### config.mk
export PLATFORM = sky130hd
export DESIGN_NAME = fetch_ctrl_flat
export DESIGN_NICKNAME = d
export VERILOG_FILES = /design/src/rtl/fetch_pkg.sv /design/src/rtl/fetch_if.sv /design/src/rtl/fetch_wb_reg.sv /design/src/rtl/fetch_ctrl.sv /design/src/flat_wrapper.sv
export SDC_FILE = /design/constraint.sdc
export NUM_CORES = 1
export LEC_CHECK = 0
export ABC_AREA = 0
export CAP_MARGIN = 20
export CORE_UTILIZATION = 51
export CTS_BUF_LIST = sky130_fd_sc_hd__clkbuf_16
export CTS_CLUSTER_DIAMETER = 60
export DETAILED_ROUTE_END_ITERATION = 10
export PLACE_DENSITY = 0.87
export SLEW_MARGIN = 20
export SYNTH_ARGS = -nofsm -noshare
export SYNTH_HDL_FRONTEND = slang
export SYNTH_SLANG_ARGS = --single-unit
### constraint.sdc
create_clock -name clk -period 5.8 [get_ports clk]
set_input_delay 0.58 -clock clk [delete_from_list [all_inputs] [get_ports clk]]
set_output_delay 0.58 -clock clk [all_outputs]
set_load 0.02 [all_outputs]
### src/rtl/fetch_pkg.sv
// Shared types and constants for the fetch sequencer.
package fetch_pkg;

  localparam logic [31:0] RESET_PC_DEF = 32'hBFC0_0000;
  localparam int          EXP_W_DEF    = 12;

  // Bit positions inside the per-instruction exception field
  localparam int EXP_ADEL   = 0;
  localparam int EXP_BUSERR = 1;

  typedef logic [1:0] fetch_state_t;
  localparam fetch_state_t ST_IDLE    = 2'd0;
  localparam fetch_state_t ST_REQ     = 2'd1;
  localparam fetch_state_t ST_WAIT    = 2'd2;
  localparam fetch_state_t ST_DISCARD = 2'd3;

  typedef struct packed {
    logic        adel;
    logic        err;
    logic [31:0] pc;
    logic [63:0] data;
  } wb_req_t;

endpackage

### src/rtl/fetch_if.sv
// Fetch sequencer bus: redirect input, I-cache request/response, FIFO write side.
interface fetch_if #(parameter int EXP_W = 12);
  logic             redirect_valid;
  logic [31:0]      redirect_pc;
  logic             redirect_keep_ds;
  logic             fifo_full;
  logic             ireq_valid;
  logic [31:0]      ireq_addr;
  logic             ireq_ready;
  logic             iresp_valid;
  logic [63:0]      iresp_data;
  logic             iresp_err;
  logic             fifo_rst;
  logic             fifo_rst_with_delay;
  logic             fifo_we1;
  logic             fifo_we2;
  logic [31:0]      fifo_wdata1;
  logic [31:0]      fifo_wdata2;
  logic [31:0]      fifo_waddr1;
  logic [31:0]      fifo_waddr2;
  logic [EXP_W-1:0] fifo_wexp1;
  logic [31:0]      stall_cycles;

  modport master (
    input  redirect_valid, redirect_pc, redirect_keep_ds, fifo_full,
           ireq_ready, iresp_valid, iresp_data, iresp_err,
    output ireq_valid, ireq_addr, fifo_rst, fifo_rst_with_delay,
           fifo_we1, fifo_we2, fifo_wdata1, fifo_wdata2,
           fifo_waddr1, fifo_waddr2, fifo_wexp1, stall_cycles
  );

  modport slave (
    output redirect_valid, redirect_pc, redirect_keep_ds, fifo_full,
           ireq_ready, iresp_valid, iresp_data, iresp_err,
    input  ireq_valid, ireq_addr, fifo_rst, fifo_rst_with_delay,
           fifo_we1, fifo_we2, fifo_wdata1, fifo_wdata2,
           fifo_waddr1, fifo_waddr2, fifo_wexp1, stall_cycles
  );
endinterface

### src/rtl/fetch_wb_reg.sv
// Registered FIFO-write stage: turns one fetch result into one or two FIFO entries.
module fetch_wb_reg
  import fetch_pkg::*;
#(
  parameter int EXP_W = 12
) (
  input  logic             clk,
  input  logic             rst,
  input  logic             load,
  input  logic             cancel,
  input  wb_req_t          req,
  output logic             we1,
  output logic             we2,
  output logic [31:0]      wdata1,
  output logic [31:0]      wdata2,
  output logic [31:0]      waddr1,
  output logic [31:0]      waddr2,
  output logic [EXP_W-1:0] wexp1
);

  logic [EXP_W-1:0] exp_n;

  always_comb begin
    exp_n             = '0;
    exp_n[EXP_ADEL]   = req.adel;
    exp_n[EXP_BUSERR] = req.err;
  end

  // Outputs are single-cycle pulses; everything returns to zero when idle.
  always_ff @(posedge clk) begin
    if (rst || cancel || !load) begin
      we1    <= 1'b0;
      we2    <= 1'b0;
      wdata1 <= '0;
      wdata2 <= '0;
      waddr1 <= '0;
      waddr2 <= '0;
      wexp1  <= '0;
    end else begin
      we1    <= 1'b1;
      waddr1 <= req.pc;
      wexp1  <= exp_n;
      if (req.adel) begin
        we2    <= 1'b0;
        wdata1 <= '0;
        wdata2 <= '0;
        waddr2 <= '0;
      end else if (!req.pc[2]) begin
        we2    <= 1'b1;
        wdata1 <= req.data[31:0];
        wdata2 <= req.data[63:32];
        waddr2 <= req.pc + 32'd4;
      end else begin
        // Fetch entered mid-pair: only the upper word belongs to the stream
        we2    <= 1'b0;
        wdata1 <= req.data[63:32];
        wdata2 <= '0;
        waddr2 <= '0;
      end
    end
  end

endmodule

### src/rtl/fetch_ctrl.sv
// Front-end fetch sequencer: owns the PC, issues 64-bit I-cache requests, feeds the FIFO.
module fetch_ctrl
  import fetch_pkg::*;
#(
  parameter logic [31:0] RESET_PC = RESET_PC_DEF,
  parameter int          EXP_W    = EXP_W_DEF
) (
  input logic     clk,
  input logic     rst,
  fetch_if.master bus
);

  fetch_state_t state, state_n;
  logic [31:0]  pc, pc_n, req_pc, stall_cnt;
  logic         halted, halted_n;
  logic         flush, flush_ds;
  logic         aligned, req_vld, fire, adel_wr, resp_wr;
  wb_req_t      wb_req;

  assign aligned = (pc[1:0] == 2'b00);
  assign req_vld = (state == ST_REQ) && !bus.fifo_full && aligned;
  assign fire    = req_vld && bus.ireq_ready;
  // Misaligned PC never reaches the cache; it becomes a single ADEL entry instead.
  assign adel_wr = (state == ST_REQ) && !aligned && !bus.fifo_full && !bus.redirect_valid;
  assign resp_wr = (state == ST_WAIT) && bus.iresp_valid && !bus.redirect_valid;

  always_comb begin
    wb_req      = '0;
    wb_req.adel = adel_wr;
    wb_req.err  = resp_wr && bus.iresp_err;
    wb_req.pc   = adel_wr ? pc : req_pc;
    wb_req.data = bus.iresp_data;
  end

  always_comb begin
    state_n  = state;
    pc_n     = pc;
    halted_n = halted;
    case (state)
      ST_IDLE:    if (!halted) state_n = ST_REQ;
      ST_REQ: begin
        if (fire) state_n = ST_WAIT;
        else if (adel_wr) begin
          state_n  = ST_IDLE;
          halted_n = 1'b1;
        end
      end
      ST_WAIT: begin
        if (bus.iresp_valid) begin
          state_n = ST_REQ;
          pc_n    = {pc[31:3] + 29'd1, 3'b000};
        end
      end
      default:    if (bus.iresp_valid) state_n = ST_REQ;
    endcase
    // Redirect overrides everything; DISCARD covers a response still owed to us.
    if (bus.redirect_valid) begin
      pc_n     = bus.redirect_pc;
      halted_n = 1'b0;
      case (state)
        ST_WAIT:    state_n = bus.iresp_valid ? ST_REQ : ST_DISCARD;
        ST_REQ:     state_n = fire ? ST_DISCARD : ST_REQ;
        ST_DISCARD: state_n = bus.iresp_valid ? ST_REQ : ST_DISCARD;
        default:    state_n = ST_REQ;
      endcase
    end
  end

  always_ff @(posedge clk) begin
    if (rst) begin
      state     <= ST_IDLE;
      pc        <= RESET_PC;
      req_pc    <= '0;
      halted    <= 1'b0;
      flush     <= 1'b0;
      flush_ds  <= 1'b0;
      stall_cnt <= '0;
    end else begin
      state    <= state_n;
      pc       <= pc_n;
      halted   <= halted_n;
      flush    <= bus.redirect_valid;
      flush_ds <= bus.redirect_valid && bus.redirect_keep_ds;
      if (fire) req_pc <= pc;
      if (state == ST_REQ && bus.fifo_full && stall_cnt != 32'hFFFF_FFFF)
        stall_cnt <= stall_cnt + 32'd1;
    end
  end

  assign bus.ireq_valid          = req_vld;
  assign bus.ireq_addr           = req_vld ? {pc[31:3], 3'b000} : 32'h0;
  assign bus.fifo_rst            = flush;
  assign bus.fifo_rst_with_delay = flush_ds;
  assign bus.stall_cycles        = stall_cnt;

  fetch_wb_reg #(.EXP_W(EXP_W)) u_wb (
    .clk    (clk),
    .rst    (rst),
    .load   (adel_wr || resp_wr),
    .cancel (bus.redirect_valid),
    .req    (wb_req),
    .we1    (bus.fifo_we1),
    .we2    (bus.fifo_we2),
    .wdata1 (bus.fifo_wdata1),
    .wdata2 (bus.fifo_wdata2),
    .waddr1 (bus.fifo_waddr1),
    .waddr2 (bus.fifo_waddr2),
    .wexp1  (bus.fifo_wexp1)
  );

endmodule

### src/flat_wrapper.sv
// flat-port wrapper written by rule: the top's interface ports become plain ports
module fetch_ctrl_flat import fetch_pkg::*;
#(
  parameter logic [31:0] RESET_PC = RESET_PC_DEF,
  parameter int          EXP_W    = EXP_W_DEF
)
  (clk, rst, bus_redirect_valid, bus_redirect_pc, bus_redirect_keep_ds, bus_fifo_full, bus_ireq_ready, bus_iresp_valid, bus_iresp_data, bus_iresp_err, bus_ireq_valid, bus_ireq_addr, bus_fifo_rst, bus_fifo_rst_with_delay, bus_fifo_we1, bus_fifo_we2, bus_fifo_wdata1, bus_fifo_wdata2, bus_fifo_waddr1, bus_fifo_waddr2, bus_fifo_wexp1, bus_stall_cycles);
  fetch_if #(.EXP_W(EXP_W)) bus_i ();
  input logic clk;
  input logic rst;
  input wire logic [$bits(bus_i.redirect_valid)-1:0] bus_redirect_valid;
  input wire logic [$bits(bus_i.redirect_pc)-1:0] bus_redirect_pc;
  input wire logic [$bits(bus_i.redirect_keep_ds)-1:0] bus_redirect_keep_ds;
  input wire logic [$bits(bus_i.fifo_full)-1:0] bus_fifo_full;
  input wire logic [$bits(bus_i.ireq_ready)-1:0] bus_ireq_ready;
  input wire logic [$bits(bus_i.iresp_valid)-1:0] bus_iresp_valid;
  input wire logic [$bits(bus_i.iresp_data)-1:0] bus_iresp_data;
  input wire logic [$bits(bus_i.iresp_err)-1:0] bus_iresp_err;
  output wire logic [$bits(bus_i.ireq_valid)-1:0] bus_ireq_valid;
  output wire logic [$bits(bus_i.ireq_addr)-1:0] bus_ireq_addr;
  output wire logic [$bits(bus_i.fifo_rst)-1:0] bus_fifo_rst;
  output wire logic [$bits(bus_i.fifo_rst_with_delay)-1:0] bus_fifo_rst_with_delay;
  output wire logic [$bits(bus_i.fifo_we1)-1:0] bus_fifo_we1;
  output wire logic [$bits(bus_i.fifo_we2)-1:0] bus_fifo_we2;
  output wire logic [$bits(bus_i.fifo_wdata1)-1:0] bus_fifo_wdata1;
  output wire logic [$bits(bus_i.fifo_wdata2)-1:0] bus_fifo_wdata2;
  output wire logic [$bits(bus_i.fifo_waddr1)-1:0] bus_fifo_waddr1;
  output wire logic [$bits(bus_i.fifo_waddr2)-1:0] bus_fifo_waddr2;
  output wire logic [$bits(bus_i.fifo_wexp1)-1:0] bus_fifo_wexp1;
  output wire logic [$bits(bus_i.stall_cycles)-1:0] bus_stall_cycles;
  assign bus_i.redirect_valid = bus_redirect_valid;
  assign bus_i.redirect_pc = bus_redirect_pc;
  assign bus_i.redirect_keep_ds = bus_redirect_keep_ds;
  assign bus_i.fifo_full = bus_fifo_full;
  assign bus_i.ireq_ready = bus_ireq_ready;
  assign bus_i.iresp_valid = bus_iresp_valid;
  assign bus_i.iresp_data = bus_iresp_data;
  assign bus_i.iresp_err = bus_iresp_err;
  assign bus_ireq_valid = bus_i.ireq_valid;
  assign bus_ireq_addr = bus_i.ireq_addr;
  assign bus_fifo_rst = bus_i.fifo_rst;
  assign bus_fifo_rst_with_delay = bus_i.fifo_rst_with_delay;
  assign bus_fifo_we1 = bus_i.fifo_we1;
  assign bus_fifo_we2 = bus_i.fifo_we2;
  assign bus_fifo_wdata1 = bus_i.fifo_wdata1;
  assign bus_fifo_wdata2 = bus_i.fifo_wdata2;
  assign bus_fifo_waddr1 = bus_i.fifo_waddr1;
  assign bus_fifo_waddr2 = bus_i.fifo_waddr2;
  assign bus_fifo_wexp1 = bus_i.fifo_wexp1;
  assign bus_stall_cycles = bus_i.stall_cycles;
  fetch_ctrl #(.RESET_PC(RESET_PC), .EXP_W(EXP_W)) u_core (.clk(clk), .rst(rst), .bus(bus_i));
endmodule
Yosys cells after proc, flatten, opt, wreduce, memory -nomap -nowiden:

Cells that the tools add are included.

* bits of input ports: 104
* output and inout bits: 209
* register bits: 243
* logic and storage cells: 73

* reduce and logical (&&, ||, !) cells: 31
* bitwise gates (word level): 1
* equality and inequality tests: 6
* $add $sub $neg: 3
* mux-type cells: 17

Operators with widths (count)
* 32-bit two-way mux: 6
* 32-bit by 1-bit adder with 32-bit output, second input constant: 1
* 32-bit by 3-bit adder with 32-bit output, second input constant: 1
* 32-bit != test, second input constant: 1
* 29-bit by 1-bit adder with 29-bit output, second input constant: 1
* 2-bit two-way mux: 7
* 1-bit logical AND: 12
* 2-bit one-hot mux with 2 select lines: 2
* 3-bit AND reduction: 2
* 2-bit OR reduction: 3
* 2-bit == test, second input constant: 2
* 1-bit logical NOT: 4
* 2-bit logical NOT: 2
* 4-bit by 2-bit != test with 1-bit output, second input constant: 1
* 2-bit nonzero test: 2
* 4-bit nonzero test: 1
* 1-bit logical OR: 3
* 3-bit != test, second input constant: 1
* 3-bit OR reduction: 1
* 2-bit by 1-bit == test with 1-bit output, second input constant: 1
* 1-bit two-way mux: 2
* 2-bit AND reduction: 1
* 1-bit NOT: 1

Longest topological paths before layout:

* word-level depth: 9
* depth in mapped cells: 12
* mapped depth without buffers: 9

By module:

A second synthesis with hierarchy kept.

* cells, all modules: 1043
* area total of the unflattened synthesis: 9497.9 sq um

Modules (own cells, without submodules)
* fetch_ctrl: times used 1, seq. area each 2021.9 sq um, area an instance 5203.7 sq um, cells an instance 643
* fetch_wb_reg: times used 1, seq. area each 2642.5 sq um, area an instance 4294.1 sq um, cells an instance 400

Worst setup path before layout:

OpenSTA, ideal clock, no wires.

* path kind: input-to-reg
* start point: in bus_redirect_valid
* end point: reg u_core.u_wb.waddr2[26]
* path buffers: 3
* setup time: 0.116 ns
* data required time: 5.684 ns
* data arrival time: 2.847 ns
* setup slack: 2.837 ns
* cell stages on the path: 12
* cells stage by stage: buf_2 o21ba_2 nand2_2 mux2i_2 clkinv_1 clkbuf_1 ha_1 buf_1 nand2_1 o32ai_4 a311oi_1 a41o_1

RTL lines
* from (decl): RTL line flat_wrapper.sv:11 `input wire logic [$bits(bus_i.redirect_valid)-1:0] bus_redirect_valid;`
* to (signal assigned): RTL line fetch_wb_reg.sv:52 `waddr2 <= req.pc + 32'd4;`
* to (decl): RTL line fetch_wb_reg.sv:17 `output logic [31:0] waddr2,`

Worst setup path after layout:

* start point: in bus_fifo_full
* end point: out bus_ireq_addr[22]

* longest elaborated chain between the ends: 4

Ends and longest elaborated chain
* from (decl): RTL line flat_wrapper.sv:14 `input wire logic [$bits(bus_i.fifo_full)-1:0] bus_fifo_full;`
* 1-bit logical NOT: RTL line fetch_ctrl.sv:21 `assign req_vld = (state == ST_REQ) && !bus.fifo_full && aligned;`
* 1-bit logical AND (2 in a row): RTL line fetch_ctrl.sv:21
* 32-bit two-way mux: RTL line fetch_ctrl.sv:91 `assign bus.ireq_addr = req_vld ? {pc[31:3], 3'b000} : 32'h0;`
* to (decl): RTL line flat_wrapper.sv:20 `output wire logic [$bits(bus_i.ireq_addr)-1:0] bus_ireq_addr;`

No other way between the ends.

==> run metrics <==
final instance area 13800 um^2; FMAX 247 MHz; Tightest Pin Transition 766 ps; Synth async-reset ratio 0%; Vias/cell 5.72; LEAKAGE 0.00512 uW; largest net degree at the start of global routing 64; Placer Congestion 0.953; gr ovfl total 0; DRC Markers 0; pwr dens 248 nW/um^2; fin crit period 4040 ps; H-tree depth 1; CP Capture Type primary output; Die Width 142 um; synth unique cells 80; Synth area leader dfxtp_1; core area 19000 um^2; HP Start u_core.req_pc[26]; setup TNS 0 ps; # rows 50; Clk Latency, worst-skew pair 540 ps; clock sink count 233; Starting Density 52.7%; Synth Register Bits 233; clk root buf clkbuf_16; clock buffer count from CTS 24; fillcell total 1369; Die Y 142 um; DIE AREA 20200 um^2; CTS resizes 0; Max clock buf depth 3; Hold EP u_core.req_pc[26]; PortBufs 299; WL/cell 18.9 um; RSZ-0062 raised after global routing no; ys flop type dfxtp_1; Max Slew Vio Count 0; Synth top area share 46.7%; Synth warnings 0; Detail Placement HPWL 23000 um; worst-path maximum fanout 17; area grow syn2layout 37.7%; clk slew on worst S/H paths 60 ps; Syn Inst Count 1152; Antenna diodes 0; mapped cell area 10000 um^2; post-route clock skew 32.5 ps; Max Cap Viol 0; initial antenna violation count 0; Post-Syn Area per Cell 8.68 um^2; total I/O pin count 313; vias in the first global route 9019; first-pass GRT wire length 48500 um; Antenna Nets Post-Route 0; status complete, no violations; Crit Path Category in -> out; DRT Wirelength 31900 um; Post-synth top cells dfxtp_1 (233), nand2_1 (169), a21oi_1 (102); count leader, synth dfxtp_1; Max VDD drop 0.170 mV; Slew headroom 48.9%; WP data arrival 3460 ps; share of layout cells above drive strength 1 6.67%; ranking of synthesized cells by area dfxtp_1 (47%), nand2_1 (6.3%), a21oi_1 (5.1%); worst slack, placed 1800 ps; number of cells on the worst hold path 2; EDFF count, synth 0; reg2reg start u_core.pc[0]; Hold Path Class reg -> reg; DP Area 13000 um^2; Final Hold Viols 0; vias post-DR 9630; DRT Pass-1 Iters 5; CTS tree yes; postcts setup bufs 0; crit path setup slack, layout 1760 ps; Crit Reg-Reg Endpoint u_core.u_wb.waddr2[26]; Final setup violation count 0; hold buffers post-CTS 0; FF-to-FF path depth 11; Total GRT Usage 30.5%; Req. time, crit path 5220 ps; fin nets 1516; Startpoint Class primary input; reg2reg setup slack 2450 ps; register area share after synthesis 46.7%; Final Cycle Share 69.7%; Iter 0 DRT Violations 841
[registers in the layout (all words and copies together), names as in the netlist]
register / count
u_core.bus.stall_cycles: 32
u_core.pc: 32
u_core.req_pc: 32
u_core.u_wb.waddr1: 32
u_core.u_wb.waddr2: 32
u_core.u_wb.wdata1: 32
u_core.u_wb.wdata2: 32
u_core.state: 2
u_core.u_wb.wexp1: 2
u_core.bus.fifo_rst: 1
u_core.bus.fifo_rst_with_delay: 1
u_core.halted: 1
u_core.u_wb.we1: 1
u_core.u_wb.we2: 1
[stage by stage]
step | instances | total power, uW | hold WS (ps) | utilization (%)
CTS | 1683 | 3430 | 456 | 72.5
detailed placement | 1642 | 1950 | 449 | 68.6
global placement | 1642 | 1950 | 439 | 68.6
global route | 1684 | 3510 | 485 | 72.6
finish | 1684 | 3420 | 455 | 72.6
floorplan | 1164 | 1830 | 433 | -
[worst max-delay path by stage]
stage / from / end / slack, ps
final: bus_fifo_full / bus_ireq_addr[22] / 1760
after global routing: bus_fifo_full / bus_ireq_addr[31] / 1650
after CTS: bus_fifo_full / bus_ireq_addr[22] / 1800
after detailed placement: bus_fifo_full / bus_ireq_addr[22] / 1800
after global placement: bus_fifo_full / bus_ireq_addr[23] / 1880
after floorplan: bus_redirect_valid / u_core.u_wb.waddr2[26] / 2840
[cell usage in the layout, fill, tap and decap left out, drive strengths merged, types with 11 or more instances in the layout]
master	synthesis	layout
nor2b	11	11
mux2i	35	35
dfxtp	233	233
nand4	33	33
nor2	88	88
o21ai	20	20
conb	1	13
nand2	170	170
clkbuf	53	24
inv	15	19
and3	24	24
a21oi	102	102
nor3	34	34
mux2	16	16
xnor2	16	16
nor4	14	14
buf	41	15
a211oi	16	16
nand3	38	38
clkdlybuf4s50	0	298
and2	67	67
o31ai	12	12
[where the power goes]
group | leakage [uW] | switching, uW | internal (uW)
Sequential | 0.00189 | 46.3 | 1620
Clock | 0.000377 | 647 | 845
Combinational | 0.00286 | 130 | 128
[metal layers]
layer  global-route usage [%]  vias to the layer above  wire (um)
li1                         -                     4503          -
met1                     35.6                     4477      11900
met2                     52.5                      536      15200
met3                     7.94                      114       3310
met4                     13.4                        0       1440
met5                        0                        -          0
[critical path, cell delays in order]
cell and delay, ps:
clkdlybuf4s50_1 560, or3b_2 660, nor3_2 600, buf_4 300, and2_1 140, clkdlybuf4s50_1 610
[cell type report]
cell class                 instances  area [um^2]  share of cell area (%)
sequential                       233         4660                    33.9
clock buffer                      24          601                    4.36
timing repair buffer             313         3100                    22.5
multi-input combinational        821         4860                    35.3
clock inverter                    17          150                    1.09
inverter                          16         60.1                   0.436
tap                              260          325                    2.36
[cell families after synthesis]
kind of cell / Yosys count / synth area share, %
flops: 233 / 46.7
compound gates: 200 / 12.7
other cells: 1 / 0.0375
fa+ha+maj: 3 / 0.376
simple gates: 528 / 27.3
xor+xnor: 26 / 2.28
mux: 51 / 5.34
buf+inv: 110 / 5.32
Power figures use the tool's default switching activity.
